## src/rtl/prog_timer_if.sv

```systemverilog
// prog_timer_if: control, configuration and status bundle of the programmable timer.
interface prog_timer_if #(
   parameter int WIDTH = 16,
   parameter int PRE_W = 8
);
   logic             t_en;
   logic             t_clr;
   logic             cfg_ld;
   logic [WIDTH-1:0] cfg_limit;
   logic [PRE_W-1:0] cfg_pre;
   logic             cfg_mode;
   logic [WIDTH-1:0] t_out;
   logic             t_valid;
   logic             t_tick;
   logic             t_done;
   modport master (
      output t_en, t_clr, cfg_ld, cfg_limit, cfg_pre, cfg_mode,
      input  t_out, t_valid, t_tick, t_done
   );
   modport slave (
      input  t_en, t_clr, cfg_ld, cfg_limit, cfg_pre, cfg_mode,
      output t_out, t_valid, t_tick, t_done
   );
endinterface

```

## src/rtl/prog_timer.sv

```systemverilog
// prog_timer: prescaled one-shot/periodic up-counter with terminal-count tick and done flag.
module prog_timer #(
   parameter int WIDTH = 16,
   parameter int PRE_W = 8
) (
   input logic        clk,
   input logic        rst,
   prog_timer_if.slave bus
);
   typedef enum logic [1:0] {IDLE, RUN, PAUSE, DONE} state_t;
   state_t           state_q;
   logic [WIDTH-1:0] lim_q, out_q, out_d;
   logic [PRE_W-1:0] pre_q, pc_q, pc_d;
   logic             mode_q, tick_q, done_q;
   logic             go, step, hit;
   // go marks every cycle that advances the prescaler, including the IDLE->RUN and PAUSE->RUN edges
   always_comb begin
      go    = bus.t_en && !bus.t_clr &&
              ((state_q == RUN) || (state_q == PAUSE) ||
               ((state_q == IDLE) && !bus.cfg_ld && (lim_q != '0)));
      step  = pc_q == pre_q;
      pc_d  = step ? '0 : pc_q + PRE_W'(1);
      hit   = out_q == lim_q - WIDTH'(1);
      out_d = (out_q == lim_q) ? '0 : out_q + WIDTH'(1);
   end
   always_ff @(posedge clk or posedge rst) begin
      if (rst) begin
         state_q <= IDLE;
         out_q   <= '0;
         pc_q    <= '0;
         tick_q  <= 1'b0;
         done_q  <= 1'b0;
         lim_q   <= '1;
         pre_q   <= '0;
         mode_q  <= 1'b1;
      end else begin
         tick_q <= 1'b0;
         if (bus.t_clr) begin
            state_q <= IDLE;
            out_q   <= '0;
            pc_q    <= '0;
            done_q  <= 1'b0;
         end else begin
            if (bus.cfg_ld && ((state_q == IDLE) || (state_q == DONE))) begin
               lim_q  <= bus.cfg_limit;
               pre_q  <= bus.cfg_pre;
               mode_q <= bus.cfg_mode;
            end
            case (state_q)
               IDLE:       state_q <= go ? RUN : IDLE;
               RUN, PAUSE: state_q <= bus.t_en ? RUN : PAUSE;
               DONE: begin
                  if (bus.cfg_ld) begin
                     state_q <= IDLE;
                     out_q   <= '0;
                     pc_q    <= '0;
                     done_q  <= 1'b0;
                  end
               end
            endcase
            if (go) begin
               pc_q <= pc_d;
               if (step) begin
                  out_q  <= out_d;
                  tick_q <= hit;
                  if (hit && !mode_q) begin
                     state_q <= DONE;
                     done_q  <= 1'b1;
                  end
               end
            end
         end
      end
   end
   assign bus.t_out   = out_q;
   assign bus.t_tick  = tick_q;
   assign bus.t_done  = done_q;
   assign bus.t_valid = (state_q == RUN) || (state_q == DONE);
endmodule

```

## src/flat_wrapper.sv

```systemverilog
// flat-port wrapper written by rule: the top's interface ports become plain ports
module prog_timer_flat 
#(
   parameter int WIDTH = 16,
   parameter int PRE_W = 8
)
  (clk, rst, bus_t_en, bus_t_clr, bus_cfg_ld, bus_cfg_limit, bus_cfg_pre, bus_cfg_mode, bus_t_out, bus_t_valid, bus_t_tick, bus_t_done);
  prog_timer_if #(.WIDTH(WIDTH), .PRE_W(PRE_W)) bus_i ();
  input logic clk;
  input logic rst;
  input wire logic [$bits(bus_i.t_en)-1:0] bus_t_en;
  input wire logic [$bits(bus_i.t_clr)-1:0] bus_t_clr;
  input wire logic [$bits(bus_i.cfg_ld)-1:0] bus_cfg_ld;
  input wire logic [$bits(bus_i.cfg_limit)-1:0] bus_cfg_limit;
  input wire logic [$bits(bus_i.cfg_pre)-1:0] bus_cfg_pre;
  input wire logic [$bits(bus_i.cfg_mode)-1:0] bus_cfg_mode;
  output wire logic [$bits(bus_i.t_out)-1:0] bus_t_out;
  output wire logic [$bits(bus_i.t_valid)-1:0] bus_t_valid;
  output wire logic [$bits(bus_i.t_tick)-1:0] bus_t_tick;
  output wire logic [$bits(bus_i.t_done)-1:0] bus_t_done;
  assign bus_i.t_en = bus_t_en;
  assign bus_i.t_clr = bus_t_clr;
  assign bus_i.cfg_ld = bus_cfg_ld;
  assign bus_i.cfg_limit = bus_cfg_limit;
  assign bus_i.cfg_pre = bus_cfg_pre;
  assign bus_i.cfg_mode = bus_cfg_mode;
  assign bus_t_out = bus_i.t_out;
  assign bus_t_valid = bus_i.t_valid;
  assign bus_t_tick = bus_i.t_tick;
  assign bus_t_done = bus_i.t_done;
  prog_timer #(.WIDTH(WIDTH), .PRE_W(PRE_W)) u_core (.clk(clk), .rst(rst), .bus(bus_i));
endmodule
```

## config.mk

```make
export PLATFORM = sky130hd
export DESIGN_NAME = prog_timer_flat
export DESIGN_NICKNAME = d
export VERILOG_FILES = /design/src/rtl/prog_timer_if.sv /design/src/rtl/prog_timer.sv /design/src/flat_wrapper.sv
export SDC_FILE = /design/constraint.sdc
export NUM_CORES = 1
export LEC_CHECK = 0
export ABC_AREA = 0
export BUFFER_PORTS_ARGS = -buffer_cell sky130_fd_sc_hd__clkbuf_2
export CORE_MARGIN = 2
export CORE_UTILIZATION = 40
export DETAILED_ROUTE_END_ITERATION = 7
export PLACE_DENSITY = 0.72
export SYNTH_ARGS = -nofsm -noshare
export SYNTH_HDL_FRONTEND = slang
export SYNTH_SLANG_ARGS = --single-unit
```

## constraint.sdc

```tcl
create_clock -name clk -period 2.1 [get_ports clk]
set_input_delay 0.105 -clock clk [delete_from_list [all_inputs] [get_ports clk]]
set_output_delay 0.105 -clock clk [all_outputs]
set_load 0.01 [all_outputs]
```

==> results of run 1 <==
## state kept, by name (all words and copies together), names as in the netlist
signal and count:
u_core.state_q 2, u_core.pre_q 8, u_core.pc_q 8, u_core.mode_q 1
u_core.lim_q 16, u_core.bus.t_out 16, u_core.bus.t_done 1, u_core.bus.t_tick 1
## metrics by stage
stage | instance area (um2) | TNS, ns | worst slack, ns | total power [W]
final | 4640 | -1.75 | -0.166 | 0.00285
after global routing | 4640 | -3.66 | -0.221 | 0.00298
after CTS | 4380 | -0.940 | -0.113 | 0.00281
after detailed placement | 4050 | -2.21 | -0.214 | 0.00189
after global placement | 4050 | -1.57 | -0.203 | 0.00187
after floorplan | 3310 | -0.0726 | -0.0329 | 0.00165
## kinds of logic after synthesis
logic type,count (synthesis)
simple gates,110
xor+xnor,31
buf+inv,25
mux,26
fa+ha+maj,8
compound gates,69
flops,53
## power groups by stage
stage	Clock [W]	Combinational, W	Sequential [W]
2_1_floorplan	0	0.000402	0.00125
3_3_place_gp	0	0.000599	0.00127
3_5_place_dp	0	0.000614	0.00128
4_1_cts	0.000847	0.000704	0.00126
5_1_grt	0.000887	0.000814	0.00128
6_report	0.000835	0.000754	0.00126
## cell type report
type / instances / area (um2) / share of cell area, %
multi-input cells: 244 / 2070 / 44.5
repair buffers: 123 / 917 / 19.8
well taps: 102 / 128 / 2.75
clock buffers: 5 / 68.8 / 1.48
flip-flops and latches: 53 / 1350 / 29.0
clock inverters: 3 / 65.1 / 1.40
inverters: 13 / 48.8 / 1.05
## layout by cell type, fill, tap and decap left out, drive strengths merged, types with 14 or more instances in the layout
master	Yosys	layout
buf	6	70
clkbuf	6	55
dfrtp	36	36
mux2	23	23
nand2	21	21
dfstp	17	17
xor2	15	15
xnor2	15	15
nand3	14	14
a21oi	14	14
## final timing paths
check	startpoint	end	slack, ns
max	u_core.lim_q[8]$_DFFE_PP1P_	u_core.bus.t_out[7]$_DFF_PP0_	-0.17
min	bus_cfg_pre[3]	u_core.pre_q[3]$_DFFE_PP0P_	0.02
max reg2reg	u_core.lim_q[8]$_DFFE_PP1P_	u_core.bus.t_out[7]$_DFF_PP0_	-0.17
min reg2reg	u_core.bus.t_done$_DFF_PP0_	u_core.bus.t_done$_DFF_PP0_	0.49
max in group asynchronous	rst	u_core.lim_q[7]$_DFFE_PP1P_	1.11
min in group asynchronous	rst	u_core.pre_q[6]$_DFFE_PP0P_	0.31
## worst register-to-register path, cell delays in order, from the launching register on
cell       delay (ns)
dfstp_2          0.39
buf_4            0.15
nor4_4           0.31
nand4_1          0.26
a41oi_4          0.37
a211oi_4         0.06
buf_6            0.14
clkbuf_16        0.15
a22o_1           0.17
a22o_1           0.17
## per-layer routing
metal	GRT usage (%)	vias to the layer above	part of all wire (%)
li1	-	1419	-
met4	5.56	0	1.7
met3	2.49	13	4.8
met1	29.1	1443	46
met5	0	-	0
met2	32.1	93	47
## timing repair
item	4_1_cts	5_1_grt
buffers inserted	8	11
cloned	0	3
hold buffers	3	0
hold endpoints to repair	18	0
setup endpoints to repair	21	28
pin swaps	16	15
gates resized for setup	21	28
==> results.ini, run 1 <==
[sta]
skew_ns=0.00744
setup_slack_ns=-0.166
hold_viol=0
fin_crit_sh_pct=108
hold_ws_ns=0.0156
tightest_slew_ns=0.475
slew_headroom_pct=68.2
maxSlewViolCount=0
fmax_ghz=0.441
rsz0062_at_grt=true
period_minus_slack_ns=2.27
setup_viol=24

[yosys]
synth_edf_count=0
synth_top_area_share_pct=27.8
synthTopCellsByArea=dfrtp_1 28%, dfstp_2 14%, mux2_2 8.0%
yosys_warnings=0
synth_xor_area_share_pct=8.79
yosysMostFrequentCell=dfrtp_1
seq_area_frac_synth_pct=41.5
synthDistinctLibCells=58
yosysTopAreaCell=dfrtp_1
synth_top_flop_cell=dfrtp_1
synthCells=322
syn-cell-area_um2=3240
synthMuxAreaShare_pct=8.91
yosys.area_share.simple_pct=19.4
yosys-top-cells-count=36 x dfrtp_1, 23 x mux2_2, 21 x nand2_1
syn_avg_cell_area_um2=10.1
synth_seq_cells=53
syn-num-nets=360
synth-async-reset-ratio_pct=100
synth_compound_area_share_pct=14.8
synth_fa_ha_area_share_pct=3.09
synth_top_family_by_area=simple AND/OR/NAND/NOR gates

[clock_tree]
clkTransAtPathRegs_ns=0.10
cts_made_buffers=5
clock_sinks=53
clk_latency_ns=0.31
cts-htree-levels=2
cts_tree=yes
clockBufferDepth=2
cts-root-buf=clkbuf_8

[placed_design]
gp_congestion=0.866
dp_cells=513
io_buffers=48
dp_hpwl_mm=6.21

[cells_and_area]
antenna_cells=0
layout.cells.non_filler=543
fin_nets=478
area_growth_pct=43.0
post-route-util_pct=59.4
fill_cells=634
drive_above_1_share_pct=49.2

[run]
maxCapViolations=0

[setup_path]
crit_type=register to register
cpMaxStageDelayCell=dfstp_2
worstPathCellList=buf_4 -> nor4_4 -> nand4_1 -> a41oi_4 -> a211oi_4 -> buf_6 -> clkbuf_16 -> a22o_1 -> a22o_1
worst-path-buf-inv=3
end_kind=register
arrival_ns=2.48
cp-start-kind=register
crit_fanout=7
critPathMostFrequentCell=a22o_1
ff2ff_path_depth=9
crit_path_max_incr_delay_ns=0.39
critical_path_required_ns=2.31
cp_top_family=compound AO/OA/AOI/OAI gates
worstSetupPathDepth=9

[power_and_ir_drop]
switching_share_pct=28.7
leakage_nw=2.01
seq_power_share_pct=44.3
comb_power_share_pct=26.4
irDropWorstVdd_v=0.000323
p_int_w=0.00203
power_density_nw_per_um2=614
p_sw_w=0.000819
clock_power_share_pct=29.3

[status]
outcome=finished, violations left
violations=setup timing

[die]
die_x_um=94.1
die_h_um=94.1
start_util_pct=41.6
io-pin-count=49
rows=32
coreArea_um2=7810
die_area_um2=8850

[detailed_routing]
avgViaCountPerCell=5.47
wl_mm=8.87
drc=0
first_pass_iters=6
drt-wirelength-per-cell_um=16.3
drtIter0Drc=166
detail-route-antenna-nets=0
vias=2968

[global_routing]
grt_pass1_vias=2853
grt_antenna_before_repair=0
grt_overflow=0
grt_pass1_wl_mm=14.1
track_usage_pct=20.2
grt_max_degree=29

[min_path]
hp-class=input pin to register
holdPathStages=2

(Power assumes the default switching activity.)
==> run 2: changes to the inputs <==
--- a/config.mk
+++ b/config.mk
@@ -6,7 +6,7 @@
 export NUM_CORES = 1
 export LEC_CHECK = 0
 export ABC_AREA = 0
-export BUFFER_PORTS_ARGS = -buffer_cell sky130_fd_sc_hd__clkbuf_2
+export BUFFER_PORTS_ARGS = -buffer_cell sky130_fd_sc_hd__buf_4
 export CORE_MARGIN = 2
 export CORE_UTILIZATION = 40
 export DETAILED_ROUTE_END_ITERATION = 7
==> results.ini, run 2 (synthesis gave the netlist of run 1 again) <==
[status]
outcome=finished, violations left
violations=setup timing

[power_and_ir_drop]
p_int_w=0.00203  ; -0.36%
seq_power_share_pct=45.0  ; +0.7 points
leakage_nw=1.96  ; -2.5%
p_total_w=0.00283  ; -0.79%
comb_power_share_pct=25.8  ; -0.6 points
power_density_nw_per_um2=617  ; +0.45%
switching_share_pct=28.4  ; -0.31 points
p_sw_w=0.000804  ; -1.9%
irDropWorstVdd_v=0.000493  ; +53%
clock_power_share_pct=29.2  ; about the same

[detailed_routing]
drtIter0Drc=249  ; +50%
avgViaCountPerCell=5.50  ; +0.54%
drt-wirelength-per-cell_um=15.9  ; -2.5%
vias=2929  ; -1.3%
detail-route-antenna-nets=0  ; unchanged
drc=0  ; unchanged
wl_mm=8.49  ; -4.3%
first_pass_iters=4  ; -2

[clock_tree]
cts-root-buf=clkbuf_8
clkTransAtPathRegs_ns=0.10  ; about the same
clock_sinks=53  ; unchanged
cts-htree-levels=2  ; unchanged
clockBufferDepth=2  ; unchanged
cts_tree=yes
clk_latency_ns=0.31  ; about the same
cts_made_buffers=5  ; unchanged

[global_routing]
grt_max_degree=54  ; +86%
track_usage_pct=19.0  ; -1.2 points
grt_overflow=0  ; unchanged
grt_pass1_vias=2696  ; -5.5%
grt_pass1_wl_mm=13.3  ; -5.8%
grt_antenna_before_repair=0  ; unchanged

[cells_and_area]
area_growth_pct=41.3
post-route-util_pct=58.7  ; -0.74 points
fin_nets=468  ; -2.1%
final_common_cell=buf_4
fill_cells=640  ; +0.95%
antenna_cells=0  ; unchanged
register_area_um2=1350  ; unchanged
drive_above_1_share_pct=47.3  ; -1.9 points
multi_input_area_um2=2020  ; -2.1%
finalInstanceArea_um2=4580  ; -1.2%
mostFrequentLayoutCells=105 x buf_4, 36 x dfrtp_1, 23 x mux2_2, 20 x nand2_1, 17 x dfstp_2

[sta]
tns_ns=-0.346  ; +1.40 ns
setup_slack_ns=-0.0863  ; +0.0794 ns
hold_viol=0  ; unchanged
setup_viol=10  ; -58%
fmax_ghz=0.457  ; +3.6%
rsz0062_at_grt=true
period_minus_slack_ns=2.19  ; -0.0794 ns
maxSlewViolCount=0  ; unchanged
skew_ns=0.00558  ; -0.00186 ns
tightest_slew_ns=0.671  ; +0.196 ns
slew_headroom_pct=55.3  ; -13 points
fin_crit_sh_pct=104  ; -3.8 points

[run]
maxCapViolations=0  ; unchanged

[die]
io-pin-count=49  ; unchanged
die_h_um=94.1  ; unchanged
start_util_pct=41.6  ; unchanged
die_x_um=94.1  ; unchanged
coreArea_um2=7810  ; unchanged
rows=32  ; unchanged
die_area_um2=8850  ; unchanged

[min_path]
hp-class=input pin to register

[setup_path]
arrival_ns=2.40  ; -0.08 ns
cp-start-kind=register
crit_fanout=28  ; +21
crit_type=register to register
end_kind=register
critical_path_required_ns=2.31  ; about the same

[placed_design]
dp_hpwl_mm=6.13  ; -1.4%
place_area_um2=4140  ; +2.4%
io_buffers=48  ; unchanged
gp_congestion=0.964  ; +11%

## run 2: worst paths after layout
kind | startpoint | end | slack (ns) | cells past startpoint
max in group asynchronous | rst | u_core.bus.t_out[13]$_DFF_PP0_ | 1.13 | 4
worst max register to register | u_core.lim_q[3]$_DFFE_PP1P_ | u_core.bus.t_out[7]$_DFF_PP0_ | -0.09 | 8
worst max-delay path | u_core.lim_q[3]$_DFFE_PP1P_ | u_core.bus.t_out[7]$_DFF_PP0_ | -0.09 | 8
worst min register to register | u_core.bus.t_done$_DFF_PP0_ | u_core.bus.t_done$_DFF_PP0_ | 0.51 | 2
worst min-delay path | bus_cfg_limit[1] | u_core.lim_q[1]$_DFFE_PP1P_ | 0.002 | 3
min in group asynchronous | rst | u_core.pc_q[1]$_DFFE_PP0P_ | 0.52 | 4
## run 2: timing repair
item,in CTS,in global routing
pin swaps,6,6
cloned,0,0
hold endpoints to repair,11,0
endpoints found under the setup margin,22,27
resized for setup,6,31
setup buffers,1,13
hold buffers,1,0
## run 2: routing by layer
metal | vias to the layer above | track usage, % | part of all wire, %
li1 | 1397 | - | -
met1 | 1428 | 26.7 | 46
met2 | 90 | 30.8 | 47
met3 | 14 | 2.65 | 4.9
met4 | 0 | 4.83 | 1.8
met5 | - | 0 | 0
## run 2: critical path, stage by stage (launching register included)
cell and delay, ns:
dfstp_2 0.65, xnor2_1 0.19, nand4_1 0.23, nor4b_4 0.26, buf_4 0.16, a211oi_4 0.06
buf_12 0.17, a22o_1 0.18, a22o_1 0.17
## run 2: layout make-up
type / instances / share of cell area (%)
inverters: 13 / 1.06
clock inverters: 3 / 1.42
clock buffers: 5 / 1.50
flip-flops and latches: 53 / 29.4
repair buffers: 113 / 19.7
multi-input cells: 244 / 44.1
well taps: 102 / 2.78
## run 2: power by group through the flow
stage          combinational (W)  clock, W  sequential [W]
2_1_floorplan           0.000402         0         0.00125
3_3_place_gp            0.000604         0         0.00128
3_5_place_dp            0.000617         0         0.00128
4_1_cts                 0.000629  0.000832         0.00127
5_1_grt                 0.000786  0.000891         0.00129
6_report                0.000729  0.000827         0.00127
## run 2: metrics by stage
step / setup slack [ns] / hold WS [ns] / instances
floorplan: -0.0329 / 0.214 / 322
global placement: -0.0878 / 0.320 / 510
detailed placement: -0.161 / 0.324 / 510
CTS: -0.0905 / 0.00444 / 520
global route: -0.169 / 0.00947 / 533
finish: -0.0863 / 0.00220 / 533
